[config.mk]
export PLATFORM = sky130hd
export DESIGN_NAME = gate_test_seq_flat
export DESIGN_NICKNAME = d
export VERILOG_FILES = /design/src/rtl/gate_test_seq_if.sv /design/src/rtl/gate_test_seq.sv /design/src/flat_wrapper.sv
export SDC_FILE = /design/constraint.sdc
export NUM_CORES = 1
export LEC_CHECK = 0
export BUFFER_PORTS_ARGS = -buffer_cell sky130_fd_sc_hd__buf_2
export CORE_MARGIN = 2
export CORE_UTILIZATION = 40
export DETAILED_ROUTE_END_ITERATION = 12
export GPL_TIMING_DRIVEN = 0
export SLEW_MARGIN = 40
export SYNTH_ARGS = -nofsm -noshare
export SYNTH_HDL_FRONTEND = slang
export SYNTH_SLANG_ARGS = --single-unit
export TNS_END_PERCENT = 30
[constraint.sdc]
create_clock -name sys_clk -period 5.08 [get_ports sys_clk]
set_clock_uncertainty 0.05 [all_clocks]
set_input_delay 0 -clock sys_clk [delete_from_list [all_inputs] [get_ports sys_clk]]
set_output_delay 0 -clock sys_clk [all_outputs]
set_load 0.005 [all_outputs]
[src/rtl/gate_test_seq_if.sv]
// gate_test_seq_if: the two handshakes of the campaign sequencer.
//   - Tester side: DUT_START pulse out, DUT_FINISH / DUT_ERROR back.
//   - Result side: byte stream with valid/ready semantics. The producer
//     raises RES_VALID with RES_DATA/RES_LAST and must hold all three
//     unchanged until it samples RES_READY high on a rising edge; a byte
//     transfers on exactly those edges where RES_VALID & RES_READY. The
//     consumer may drive RES_READY freely and independently of RES_VALID.
// master = sequencer, slave = tester + host-link serializer.
interface gate_test_seq_if;
  logic        DUT_START;
  logic        DUT_FINISH;
  logic [31:0] DUT_ERROR;
  logic        RES_VALID;
  logic        RES_READY;
  logic [7:0]  RES_DATA;
  logic        RES_LAST;

  modport master (
    output DUT_START,
    input  DUT_FINISH,
    input  DUT_ERROR,
    output RES_VALID,
    output RES_DATA,
    output RES_LAST,
    input  RES_READY
  );

  modport slave (
    input  DUT_START,
    output DUT_FINISH,
    output DUT_ERROR,
    input  RES_VALID,
    input  RES_DATA,
    input  RES_LAST,
    output RES_READY
  );
endinterface

[src/rtl/gate_test_seq.sv]
// gate_test_seq: runs RUNS back-to-back passes on one gate tester, sums
// (saturating) and maxes the per-pass error counts, then streams a 10-byte
// result frame: header, run count, total[31:0], worst[31:0], MSB first.
// Optional build macro GATE_SEQ_TIMEOUT_EN adds a per-pass watchdog of
// TIMEOUT_CYC cycles; a timed-out pass adds nothing to the accumulators and
// turns the header from 0xA5 into 0xE5.
module gate_test_seq #(
  parameter int unsigned RUNS = 4,
  parameter int unsigned GAP  = 8
`ifdef GATE_SEQ_TIMEOUT_EN
  , parameter int unsigned TIMEOUT_CYC = 1048576
`endif
) (
  input  logic            sys_clk,
  input  logic            sys_rst,
  input  logic            RUN_REQ,
  output logic            BUSY,
  output logic            DONE,
  output logic [2:0]      dbg_state,
  gate_test_seq_if.master bus
);

  typedef enum logic [2:0] {
    S_IDLE  = 3'd0,
    S_START = 3'd1,
    S_WAIT  = 3'd2,
    S_GAP   = 3'd3,
    S_SEND  = 3'd4,
    S_FIN   = 3'd5
  } state_t;

  localparam logic [7:0]  RUNS_B   = 8'(RUNS);
  localparam logic [15:0] GAP_LOAD = 16'(GAP - 1);
`ifdef GATE_SEQ_TIMEOUT_EN
  localparam logic [20:0] WD_LAST  = 21'(TIMEOUT_CYC - 1);
`endif

  state_t      state;
  logic        fin_q;
  logic [31:0] total;
  logic [31:0] worst;
  logic [7:0]  run_idx;
  logic [3:0]  byte_idx;
  logic [15:0] gap_cnt;
  logic        timed_out;
`ifdef GATE_SEQ_TIMEOUT_EN
  logic [20:0] wd_cnt;
`endif

  logic        fin_edge;
  logic [32:0] sum_ext;

  assign fin_edge  = bus.DUT_FINISH & ~fin_q;
  assign sum_ext   = {1'b0, total} + {1'b0, bus.DUT_ERROR};
  assign dbg_state = state;

  // Frame byte at position idx; header flags any timed-out pass.
  function automatic logic [7:0] frame_byte(input logic [3:0] idx, input logic to_flag,
                                            input logic [7:0] runs_n,
                                            input logic [31:0] tot, input logic [31:0] wst);
    logic [7:0] b;
    case (idx)
      4'd0:    b = to_flag ? 8'hE5 : 8'hA5;
      4'd1:    b = runs_n;
      4'd2:    b = tot[31:24];
      4'd3:    b = tot[23:16];
      4'd4:    b = tot[15:8];
      4'd5:    b = tot[7:0];
      4'd6:    b = wst[31:24];
      4'd7:    b = wst[23:16];
      4'd8:    b = wst[15:8];
      4'd9:    b = wst[7:0];
      default: b = 8'h00;
    endcase
    return b;
  endfunction

  // Campaign FSM with registered outputs; DUT_START and DONE default low so
  // they can only ever be single-cycle pulses.
  always_ff @(posedge sys_clk) begin
    if (sys_rst) begin
      state         <= S_IDLE;
      fin_q         <= 1'b0;
      total         <= 32'd0;
      worst         <= 32'd0;
      run_idx       <= 8'd0;
      byte_idx      <= 4'd0;
      gap_cnt       <= 16'd0;
      timed_out     <= 1'b0;
      BUSY          <= 1'b0;
      DONE          <= 1'b0;
      bus.DUT_START <= 1'b0;
      bus.RES_VALID <= 1'b0;
      bus.RES_DATA  <= 8'h00;
      bus.RES_LAST  <= 1'b0;
`ifdef GATE_SEQ_TIMEOUT_EN
      wd_cnt        <= 21'd0;
`endif
    end else begin
      fin_q         <= bus.DUT_FINISH;
      bus.DUT_START <= 1'b0;
      DONE          <= 1'b0;
      case (state)
        S_IDLE: begin
          if (RUN_REQ) begin
            total     <= 32'd0;
            worst     <= 32'd0;
            run_idx   <= 8'd0;
            timed_out <= 1'b0;
            BUSY      <= 1'b1;
            state     <= S_START;
          end
        end
        S_START: begin
          bus.DUT_START <= 1'b1;
`ifdef GATE_SEQ_TIMEOUT_EN
          wd_cnt        <= 21'd0;
`endif
          state         <= S_WAIT;
        end
        S_WAIT: begin
          if (fin_edge) begin
            total   <= sum_ext[32] ? 32'hFFFF_FFFF : sum_ext[31:0];
            worst   <= (bus.DUT_ERROR > worst) ? bus.DUT_ERROR : worst;
            run_idx <= run_idx + 8'd1;
            gap_cnt <= GAP_LOAD;
            state   <= S_GAP;
          end
`ifdef GATE_SEQ_TIMEOUT_EN
          else if (wd_cnt == WD_LAST) begin
            timed_out <= 1'b1;
            run_idx   <= run_idx + 8'd1;
            gap_cnt   <= GAP_LOAD;
            state     <= S_GAP;
          end else begin
            wd_cnt <= wd_cnt + 21'd1;
          end
`endif
        end
        S_GAP: begin
          // A FINISH still held high here is ignored; the next pass only
          // starts once the tester has released it.
          if (gap_cnt != 16'd0) begin
            gap_cnt <= gap_cnt - 16'd1;
          end else if (!bus.DUT_FINISH) begin
            if (run_idx == RUNS_B) begin
              byte_idx      <= 4'd0;
              bus.RES_VALID <= 1'b1;
              bus.RES_DATA  <= frame_byte(4'd0, timed_out, run_idx, total, worst);
              bus.RES_LAST  <= 1'b0;
              state         <= S_SEND;
            end else begin
              state <= S_START;
            end
          end
        end
        S_SEND: begin
          if (bus.RES_READY) begin
            if (byte_idx == 4'd9) begin
              bus.RES_VALID <= 1'b0;
              bus.RES_LAST  <= 1'b0;
              bus.RES_DATA  <= 8'h00;
              DONE          <= 1'b1;
              state         <= S_FIN;
            end else begin
              byte_idx     <= byte_idx + 4'd1;
              bus.RES_DATA <= frame_byte(byte_idx + 4'd1, timed_out, run_idx, total, worst);
              bus.RES_LAST <= (byte_idx == 4'd8);
            end
          end
        end
        S_FIN: begin
          BUSY  <= 1'b0;
          state <= S_IDLE;
        end
        default: state <= S_IDLE;
      endcase
    end
  end

endmodule

[src/flat_wrapper.sv]
// flat-port wrapper written by rule: the top's interface ports become plain ports
module gate_test_seq_flat 
#(
  parameter int unsigned RUNS = 4,
  parameter int unsigned GAP  = 8

)
  (sys_clk, sys_rst, RUN_REQ, BUSY, DONE, dbg_state, bus_DUT_START, bus_DUT_FINISH, bus_DUT_ERROR, bus_RES_VALID, bus_RES_DATA, bus_RES_LAST, bus_RES_READY);
  gate_test_seq_if bus_i ();
  input  logic sys_clk;
  input  logic sys_rst;
  input  logic RUN_REQ;
  output logic BUSY;
  output logic DONE;
  output logic [2:0] dbg_state;
  output wire logic [$bits(bus_i.DUT_START)-1:0] bus_DUT_START;
  input wire logic [$bits(bus_i.DUT_FINISH)-1:0] bus_DUT_FINISH;
  input wire logic [$bits(bus_i.DUT_ERROR)-1:0] bus_DUT_ERROR;
  output wire logic [$bits(bus_i.RES_VALID)-1:0] bus_RES_VALID;
  output wire logic [$bits(bus_i.RES_DATA)-1:0] bus_RES_DATA;
  output wire logic [$bits(bus_i.RES_LAST)-1:0] bus_RES_LAST;
  input wire logic [$bits(bus_i.RES_READY)-1:0] bus_RES_READY;
  assign bus_DUT_START = bus_i.DUT_START;
  assign bus_i.DUT_FINISH = bus_DUT_FINISH;
  assign bus_i.DUT_ERROR = bus_DUT_ERROR;
  assign bus_RES_VALID = bus_i.RES_VALID;
  assign bus_RES_DATA = bus_i.RES_DATA;
  assign bus_RES_LAST = bus_i.RES_LAST;
  assign bus_i.RES_READY = bus_RES_READY;
  gate_test_seq #(.RUNS(RUNS), .GAP(GAP)) u_core (.sys_clk(sys_clk), .sys_rst(sys_rst), .RUN_REQ(RUN_REQ), .BUSY(BUSY), .DONE(DONE), .dbg_state(dbg_state), .bus(bus_i));
endmodule
==> reports/metrics.csv, run 1 <==
stage,metric,value,unit
grt,GR Layer Usage met2,38.9,%
setup_path,Max Fanout on Critical Path,10,
clocking,# clock sinks,109,
hold_path,hold_sp,sys_rst,
grt,GR Util All Layers,24.3,%
route,Vias/cell,5.77,
setup_path,critical path class,flop to flop,
setup_path,RR Startpoint,u_core.worst[29],
place,placer congestion estimate,0.933,
timing,Final Setup Violations,0,
finish,Nets,1153,
route,1st-iter DRT viols,526,
setup_path,Worst Setup SP,u_core.worst[29],
synth,#FFs+latches synth,109,
timing,fmax,264,MHz
synth,sequential-to-total area share from yosys stat,29.6,%
clocking,clock slew at reported path FFs,0.08,ns
setup_path,startpoint types,flop,
power,P_leak,3.47,nW
setup_path,WP data arrival,4.04,ns
timing,RSZ-0062 raised after global routing,no,
setup_path,"Slowest-stage cell, CP",nor4_1,
setup_path,Crit path largest cell delay,0.68,ns
grt,GR peak layer,met2,
route,Vias,7362,
synth,Syn Nets,1055,
floorplan,Core ar.,0.0180,mm^2
timing,period utilization,74.6,%
synth,Mapped Cells,944,
grt,largest net degree at the start of global routing,21,
clocking,latest clock arrival within the worst-skew pair,0.37,ns
grt,met3 Use GR,3.23,%
power,maximum vdd drop,0.000262,V
floorplan,Total Die Area,0.0195,mm^2
synth,mapped cell area,0.00736,mm^2
setup_path,crit path buf inv count,3,
finish,Syn-to-layout area delta,16.3,%
route,routed len/inst,18.5,um
clocking,postcts setup bufs,0,
grt,first-pass GRT wire length,37.7,mm
setup_path,Crit path required time,5.33,ns
setup_path,CP endpoint kind,flop,
hold_path,Hold Path Class,input pin to flop,
power,PD cells,326,mW/mm^2
clocking,CTS tree,done,
route,post-route ant nets,0,
route,Initial DRT Pass Iterations,7,
grt,initial antenna violation count,0,
status,status,completed,
synth,synth warn,0,
floorplan,io pins,53,
setup_path,family with the most delay on the worst path,buffers and inverters,
timing,"Hold Vio Cnt, Final",0,
floorplan,Die Ht,140,um
timing,Final min period,3.79,ns
timing,Rel. slew slack,46.1,%
timing,Final Max Slew Viols,0,
synth,ys flop type,dfxtp_1,
grt,grt met1 use,34.2,%
clocking,CTS H-tree lvls,3,
grt,GR Overflow Total,0,
timing,Worst-Margin Slew,0.808,ns
synth,asr flop ratio synth,0,%
synth,"Distinct cells, synth",68,
clocking,CTS Buffer Depth,2,
floorplan,row count,49,
finish,ANT cells,0,
floorplan,initial core utilization,40.9,%
route,DRT Wirelength,23.6,mm
flow_run,max_cap viols,0,
finish,ratio of cells with drive above 1 in the final layout,8.40,%
place,final HPWL from detailed placement,17.8,mm
synth,Post-synth EDFFs,0,
finish,final core area utilization,47.5,%
clocking,number of CTS-inserted buffers,9,
timing,Setup TNS,0,ns
route,# DRC,0,
floorplan,chip width,140,um
grt,vias in the first global route,6830,
synth,Mean Syn Cell Area,7.80,um^2
place,Port Buffers,52,
clocking,CTS root buf,clkbuf_16,
setup_path,CP cell instances,inv_1 > ha_1 > nand4_1 > nor4_1 > o21ai_0 > a221oi_2 > clkbuf_1 > buf_2 > nand2_1 > a21oi_1,
==> synthesized netlist by cell type (3+ instances only) <==
library cell	n	area share (%)
a31oi_1	6	0.51
a22oi_1	3	0.31
o21bai_1	5	0.51
nor2b_1	11	0.93
buf_2	3	0.20
and2_1	3	0.25
nor2_1	74	3.8
nand2_1	110	5.6
a21o_1	25	2.5
ha_1	73	12
o22ai_1	6	0.51
nand2b_1	10	0.85
xor2_1	28	3.3
nand3_1	16	1.1
and3_1	6	0.51
a221oi_1	10	1.2
or4_1	3	0.31
nand4_1	16	1.4
o21a_1	6	0.61
inv_1	44	2.2
o21ai_1	18	1.2
or3_1	37	3.1
a21oi_1	110	7.5
nor3_1	26	1.8
nor4_1	7	0.59
a22o_1	10	1.2
a211oi_1	18	1.8
mux2i_1	3	0.41
clkbuf_1	40	2.0
a222oi_1	5	0.68
o211a_1	4	0.54
xnor2_1	19	2.3
dfxtp_1	109	30
o21ai_0	40	2.7
==> kinds of logic after synthesis <==
group | count (synthesis) | synth area share [%]
compound gates | 292 | 25.4
mux | 4 | 0.561
flops | 109 | 29.6
xor+xnor | 47 | 5.59
fa+ha+maj | 74 | 12.7
buf+inv | 90 | 4.84
simple gates | 328 | 21.3
==> sequential cells by signal, indices dropped and copies added (netlist names), 3 cells and up <==
register and count:
u_core.bus.RES_DATA 8, u_core.byte_idx 4, u_core.dbg_state 3, u_core.gap_cnt 16
u_core.run_idx 8, u_core.total 32, u_core.worst 32
==> worst reg2reg max path: stages (launching register included) <==
cell,delay [ns]
dfxtp_1,0.41
inv_1,0.08
ha_1,0.30
nand4_1,0.20
nor4_1,0.68
o21ai_0,0.24
a221oi_2,0.59
clkbuf_1,0.57
buf_2,0.39
nand2_1,0.09
a21oi_1,0.13
==> where the power goes <==
part | switching (mW) | internal (mW) | leakage (nW)
Sequential | 0.0928 | 0.954 | 0.882
Combinational | 0.624 | 0.387 | 2.45
Clock | 0.382 | 0.349 | 0.140
Total | 1.10 | 1.69 | 3.47
==> layout by cell type (no fill, tap or decap), types with 7 or more instances in the layout <==
cell / instances
a21oi_1: 110
dlygate4sd3_1: 34
inv_1: 44
nor4_1: 7
nand2b_1: 10
clkbuf_1: 41
a211oi_1: 18
buf_2: 55
nand4_1: 16
o21ai_0: 40
xnor2_1: 19
nor2b_1: 11
a22o_1: 10
nand3_1: 16
nor3_1: 25
nor2_1: 73
o21ai_1: 18
clkbuf_16: 9
xor2_1: 27
ha_1: 73
a21o_1: 25
a221oi_1: 10
or3_1: 37
nand2_1: 110
dfxtp_1: 109
==> what timing repair did <==
| item | CTS | global route |
|---|---|---|
| resized for setup | 0 | 0 |
| hold endpoints to repair | 35 | 0 |
| hold buffers | 34 | 0 |
==> final cells by class <==
cell class / count / area, um^2
fillers: 1832 / 9460
multi-input cells: 745 / 4840
flip-flops and latches: 109 / 2180
repair buffers: 87 / 608
well taps: 229 / 287
clock buffers: 10 / 229
plain buffers: 46 / 191
inverters: 44 / 165
clock inverters: 6 / 63.8
==> worst paths after layout <==
path                             to  slack, ns  depth (start not counted)
max                 u_core.worst[2]       1.29                         10
min          u_core.bus.RES_DATA[4]       0.03                          3
max reg2reg         u_core.worst[2]       1.29                         10
min reg2reg         u_core.total[6]       0.41                          2
==> stage by stage <==
stage	instances	instance area, um^2	setup slack (ns)	power, mW	hold WS [ns]
after global placement	1225	7910	1.07	2.04	0.225
final	1276	8570	1.29	2.79	0.0329
after floorplan	944	7360	2.07	1.76	0.0782
after CTS	1276	8560	1.27	2.79	0.0279
after global routing	1276	8570	1.13	2.97	0.0523
after detailed placement	1226	7920	1.30	2.04	0.228
==> per-layer routing <==
metal  wire length, um  vias up
met5                 0        -
met4               509        0
met3              1360       38
met2             10800      258
met1             10900     3451
li1                  -     3615
Note: power is estimated with default switching activity, not from simulation.
==> run 2: changes to the inputs <==
Settings changed: ABC_AREA set to 1.
Clock period 5.08 ns to 3.2 ns, I/O delays scaled along.
==> run 2 against run 1 <==
Effect of this change: wire length rose by 24%; synthesized cell count rose by 57%; count of clock-buffer cells in the layout fell by 1; sequential share of layout area fell by 4.1 points; die area rose by 21%; final area rose by 19%; power rose to 2.5 times the previous value; maximum frequency rose by 33%; hold slack improved by 0.15 ns; clock power rose by 75%; setup slack got worse by 0.94 ns; combinational power rose to 3.8 times the previous value; highest routed layer unchanged.
==> reports/metrics.csv, run 2 <==
stage,metric,value,unit,change
status,status,completed,,
timing,WHS,0.178,ns,+0.145 ns
flow_run,max_cap viols,0,,unchanged
power,PD cells,693,mW/mm^2,+110%
clocking,post-cts sizing count,0,,unchanged
timing,Final min period,2.85,ns,-0.939 ns
timing,RSZ-0062 raised after global routing,no,,
route,Initial DRT Pass Iterations,5,,-2
clocking,Post-CTS Hold Fix Bufs,34,,unchanged
synth,Syn Nets,1593,,+51%
floorplan,Core ar.,0.0219,mm^2,+21%
synth,dominant cell by count in the synthesized netlist,nand2_1,,
finish,most frequent cells in the layout,"nand2_1, inv_1, nand3_1",,
clocking,latest clock arrival within the worst-skew pair,0.36,ns,about the same
route,post-route ant nets,0,,unchanged
setup_path,CP endpoint kind,flop,,
power,P_leak,5.03,nW,+45%
finish,Top Registers,"u_core.total x32, u_core.worst x32, u_core.gap_cnt x16",,
route,# DRC,0,,unchanged
clocking,# clock sinks,109,,unchanged
clocking,CTS H-tree lvls,3,,unchanged
finish,ratio of cells with drive above 1 in the final layout,7.59,%,-0.82 points
grt,largest net degree at the start of global routing,18,,-14%
finish,ANT cells,0,,unchanged
power,maximum vdd drop,0.000299,V,+14%
synth,Mapped Cells,1482,,+57%
floorplan,row count,54,,+10%
route,DRT Wirelength,29.3,mm,+24%
finish,Nets,1689,,+46%
setup_path,critical path class,flop to flop,,
route,Vias/cell,5.07,,-12%
grt,first-pass GRT wire length,46.5,mm,+23%
floorplan,chip width,153,um,+9.9%
finish,Syn-to-layout area delta,14.3,%,
synth,ys flop type,dfxtp_1,,
timing,Setup TNS,0,ns,unchanged
grt,GR Overflow Total,0,,unchanged
route,1st-iter DRT viols,674,,+28%
place,final HPWL from detailed placement,24.0,mm,+35%
finish,"most common cell after layout, fill and taps aside",nand2_1,,
synth,Mean Syn Cell Area,6.03,um^2,-23%
clocking,CTS root buf,clkbuf_16,,
place,Port Buffers,51,,-1.9%
timing,worst setup margin,0.349,ns,-0.941 ns
clocking,number of CTS-inserted buffers,9,,unchanged
floorplan,initial core utilization,40.8,%,about the same
setup_path,WP data arrival,3.02,ns,-1.02 ns
floorplan,Total Die Area,0.0236,mm^2,+21%
synth,synth warn,0,,unchanged
timing,fmax,351,MHz,+33%
synth,cell taking the most area after synthesis,dfxtp_1,,
hold_path,Hold Path Class,input pin to flop,,
place,Place WS,0.379,ns,-0.916 ns
timing,Final Max Slew Viols,0,,unchanged
synth,mapped cell area,0.00894,mm^2,+21%
grt,vias in the first global route,8686,,+27%
route,Vias,9446,,+28%
grt,initial antenna violation count,0,,unchanged
timing,Worst-Margin Slew,0.796,ns,-0.0125 ns
floorplan,Die Ht,153,um,+9.9%
timing,Rel. slew slack,46.9,%,+0.83 points
setup_path,Crit path required time,3.37,ns,-1.96 ns
synth,Post-synth EDFFs,0,,unchanged
clocking,clock slew at reported path FFs,0.07,ns,about the same
clocking,CTS tree,done,,
timing,"Hold Vio Cnt, Final",0,,unchanged
synth,top post-synthesis cells by count,"nand2_1, inv_1, nand3_1",,
place,placer congestion estimate,0.971,,+4.2%
grt,GR Util All Layers,24.8,%,+0.52 points
setup_path,startpoint types,flop,,
timing,Final Setup Violations,0,,unchanged
clocking,CTS Buffer Depth,2,,unchanged
synth,sequential-to-total area share from yosys stat,24.4,%,-5.2 points
route,routed len/inst,15.8,um,-15%
setup_path,Max Fanout on Critical Path,10,,unchanged
clocking,postcts setup bufs,0,,unchanged
synth,#FFs+latches synth,109,,unchanged
timing,period utilization,89.1,%,+14 points
synth,Synth top area share,24.4,%,-5.2 points
synth,asr flop ratio synth,0,%,unchanged
synth,"Distinct cells, synth",45,,-34%
synth,ranking of synthesized cells by area,"dfxtp_1, nand2_1, ha_1, inv_1, nand3_1",,
floorplan,io pins,53,,unchanged
## run 2: worst max-delay path, cell delays in order, from the launching register on
cell,delay (ns)
dfxtp_1,0.34
ha_1,0.27
fa_1,0.48
nand3_1,0.10
nand3_1,0.16
nand2_1,0.11
nand2_1,0.12
nand2_1,0.08
nand2_1,0.15
a21oi_4,0.28
buf_4,0.26
nand3_1,0.13
nand2_1,0.10
a21oi_1,0.07
## run 2: through the flow
step / total power, mW / util (%) / area, um^2 / cells
final: 7.08 / 46.7 / 10200 / 1862
after detailed placement: 5.76 / 43.6 / 9540 / 1813
after global placement: 5.73 / 43.6 / 9540 / 1813
after floorplan: 4.66 / - / 8940 / 1482
after global routing: 7.71 / 46.7 / 10200 / 1862
after CTS: 7.10 / 46.7 / 10200 / 1862
## run 2: cell type report
class                           count  area, um^2
Buffer                             46         249
Clock buffer                        9         225
Clock inverter                      6         111
Fill cell                        2373       11700
Inverter                          238         896
Multi-Input combinational cell   1089        5610
Sequential cell                   109        2180
Tap cell                          280         350
Timing Repair Buffer               85         596
## run 2: power by group
group,internal (mW),switching [mW]
Clock,0.762,0.516
Sequential,1.64,0.296
Combinational,1.30,2.57
Total,3.70,3.38
## run 2: metal layers
metal / track usage (%) / up-vias / wire (um)
li1: - / 4916 / -
met3: 3.43 / 44 / 1660
met4: 6.33 / 0 / 654
met5: 0 / - / 0
met2: 39.0 / 270 / 12700
met1: 35.7 / 4216 / 14300
## run 2: path summary, 6_finish.rpt
check                                         start                  end  slack [ns]  depth (start not counted)
worst max-delay path                u_core.total[0]     u_core.total[21]        0.35                         13
worst min register to register  u_core.bus.RES_LAST  u_core.bus.RES_LAST        0.40                          2
worst min-delay path                        sys_rst   u_core.byte_idx[3]        0.18                          4
worst max register to register      u_core.total[0]     u_core.total[21]        0.35                         13
## run 2: cell families after synthesis
kind of cell               share of synthesized area, %
xor gates and xnor gates                           2.80
AOI/OAI and AO/OA                                  10.9
adders and majority gates                          10.4
and+or+nand+nor                                    38.7
DFF                                                24.4
buffers and inverters                              12.8
==> run 3: changes to the inputs <==
Settings changed: ABC_AREA 1 to unset, CAP_MARGIN set to 20.
==> run 3 against run 2 <==
Effect of this change: the run now ends with negative setup slack left; sequential power is 14% lower; sequential share of layout area increased by 3.4 points; utilization grew 2.2 points; via count is 21% lower; critical path depth is 1 lower; critical path type unchanged; critical endpoint is now u_core.total[1]; maximum frequency shrank 13%; clock power decreased by 9%.
==> reports/metrics.csv, run 3 (synthesized netlist as in run 1, its figures left out) <==
stage,metric,value,unit,change
clocking,CTS H-tree lvls,3,,unchanged
timing,worst setup margin,-0.0592,ns,-0.408 ns
grt,GR Overflow Total,0,,unchanged
finish,Post-Layout Inst Area,0.00881,mm^2,-14%
route,Initial DRT Pass Iterations,5,,unchanged
timing,fmax,307,MHz,-13%
floorplan,initial core utilization,40.9,%,about the same
setup_path,reg2reg path depth,12,,-1
timing,Setup TNS,-0.511,ns,-0.511 ns
route,# DRC,0,,unchanged
clocking,# clock sinks,109,,unchanged
status,failing checks,negative setup slack,,
floorplan,Total Die Area,0.0195,mm^2,-17%
route,routed len/inst,18.5,um,+18%
grt,largest net degree at the start of global routing,21,,+3
place,placed instance count,1226,,-32%
setup_path,RR Startpoint,u_core.total[0],,
finish,Nets,1164,,-31%
floorplan,row count,49,,-9.3%
setup_path,reg2reg setup slack,-0.06,ns,-0.41 ns
finish,ANT cells,0,,unchanged
place,final HPWL from detailed placement,17.8,mm,-26%
route,Vias/cell,5.79,,+14%
timing,Rel. slew slack,41.0,%,-5.9 points
grt,first-pass GRT wire length,37.7,mm,-19%
route,DRT Wirelength,23.8,mm,-19%
timing,Final min period,3.26,ns,+0.408 ns
clocking,clock slew at reported path FFs,0.08,ns,about the same
timing,Final Max Slew Viols,0,,unchanged
floorplan,Die Ht,140,um,-9.0%
finish,Syn-to-layout area delta,19.6,%,
setup_path,CP endpoint kind,flop,,
hold_path,hold_sp,sys_rst,,
power,P_leak,3.57,nW,-29%
timing,period utilization,102,%,+13 points
flow_run,max_cap viols,0,,unchanged
setup_path,Max Fanout on Critical Path,10,,unchanged
hold_path,Hold Path Class,input pin to flop,,
setup_path,capturing point of the worst reg2reg path,u_core.total[1],,
timing,RSZ-0062 raised after global routing,yes,,
floorplan,io pins,53,,unchanged
finish,register area,0.00218,mm^2,about the same
route,1st-iter DRT viols,517,,-23%
grt,vias in the first global route,6844,,-21%
power,PD cells,512,mW/mm^2,-26%
finish,final cell count without fillers,1287,,-31%
status,status,"finished, violations left",,
timing,"Hold Vio Cnt, Final",0,,unchanged
clocking,CTS Buffer Depth,2,,unchanged
setup_path,startpoint types,flop,,
timing,Worst-Margin Slew,0.882,ns,+0.0862 ns
power,Total Power,4.51,mW,-36%
clocking,CTS root buf,clkbuf_16,,
route,post-route ant nets,0,,unchanged
hold_path,WHS Path Cells,4,,unchanged
finish,Top Registers,"u_core.total x32, u_core.worst x32, u_core.gap_cnt x16",,
finish,Fillers,1812,,-24%
clocking,CTS tree,done,,
grt,initial antenna violation count,0,,unchanged
clocking,number of CTS-inserted buffers,9,,unchanged
setup_path,Crit path required time,3.38,ns,about the same
route,Vias,7452,,-21%
place,placer congestion estimate,0.933,,-4.0%
finish,Multi-input gate area,0.00495,mm^2,-12%
finish,ratio of cells with drive above 1 in the final layout,11.5,%,+3.9 points
setup_path,critical path class,flop to flop,,
grt,GR Util All Layers,24.3,%,-0.50 points
place,Place WS,-0.585,ns,-0.964 ns
setup_path,WP data arrival,3.43,ns,+0.41 ns
power,maximum vdd drop,0.000417,V,+39%
place,Port Buffers,52,,+2.0%
hold_path,Hold EP,u_core.total[2],,
floorplan,chip width,140,um,-9.0%
finish,most frequent cells in the layout,"nand2_1, a21oi_1, dfxtp_1",,
clocking,latest clock arrival within the worst-skew pair,0.37,ns,about the same
place,Post-DP Area,0.00792,mm^2,-17%
floorplan,Core ar.,0.0180,mm^2,-18%
timing,Final Setup Violations,16,,+16
-- run 3: final cells by class --
cell class,count,area share [%]
Clock buffer,10,2.60
Clock inverter,6,0.724
Timing Repair Buffer,98,8.22
Multi-Input combinational cell,745,56.2
Buffer,46,2.33
Tap cell,229,3.25
Sequential cell,109,24.8
Inverter,44,1.87
-- run 3: worst max-delay path by stage --
stage / slack, ns / to / startpoint
finish: -0.06 / u_core.total[1] / u_core.total[0]
global route: -0.15 / u_core.total[6] / u_core.dbg_state[2]
CTS: -0.02 / u_core.total[26] / u_core.total[0]
detailed placement: -0.58 / u_core.worst[2] / u_core.worst[29]
global placement: -0.81 / u_core.worst[5] / u_core.worst[29]
floorplan: 0.19 / u_core.total[26] / u_core.total[0]
-- run 3: metrics by stage --
| step | hold slack (ns) | utilization, % |
|---|---|---|
| floorplan | 0.0782 | - |
| global placement | 0.225 | 43.9 |
| detailed placement | 0.228 | 44.0 |
| CTS | 0.0279 | 47.6 |
| global route | 0.0286 | 48.9 |
| finish | 0.0271 | 48.9 |
-- run 3: layer usage --
metal | global-route usage (%) | part of all wire, %
met5 | 0 | 0
met4 | 8.63 | 3.0
met3 | 3.34 | 5.4
met2 | 38.2 | 45
met1 | 34.1 | 47
-- run 3: critical path: stages, from the launching register on --
cell and delay (ns):
dfxtp_2 0.35, ha_4 0.17, fa_2 0.41, a211oi_2 0.26, o21ai_2 0.11, o2111a_2 0.31, o21ai_4 0.22, o31ai_4 0.12
a31o_1 0.23, a311o_4 0.47, buf_8 0.18, nor3_1 0.17, nor3_1 0.07
-- run 3: what timing repair did --
action                     in CTS  in global routing
buffers inserted                1                  9
gates resized for setup         4                 31
gates cloned                    0                  1
setup endpoints to repair      64                 61
hold buffers                   34                  0
pin swaps                       3                 22
hold endpoints to repair       35                  0
-- run 3: where the power goes --
group	internal [mW]	switching (mW)
sequential	1.52	0.149
clock	0.554	0.602
combinational	0.657	1.03
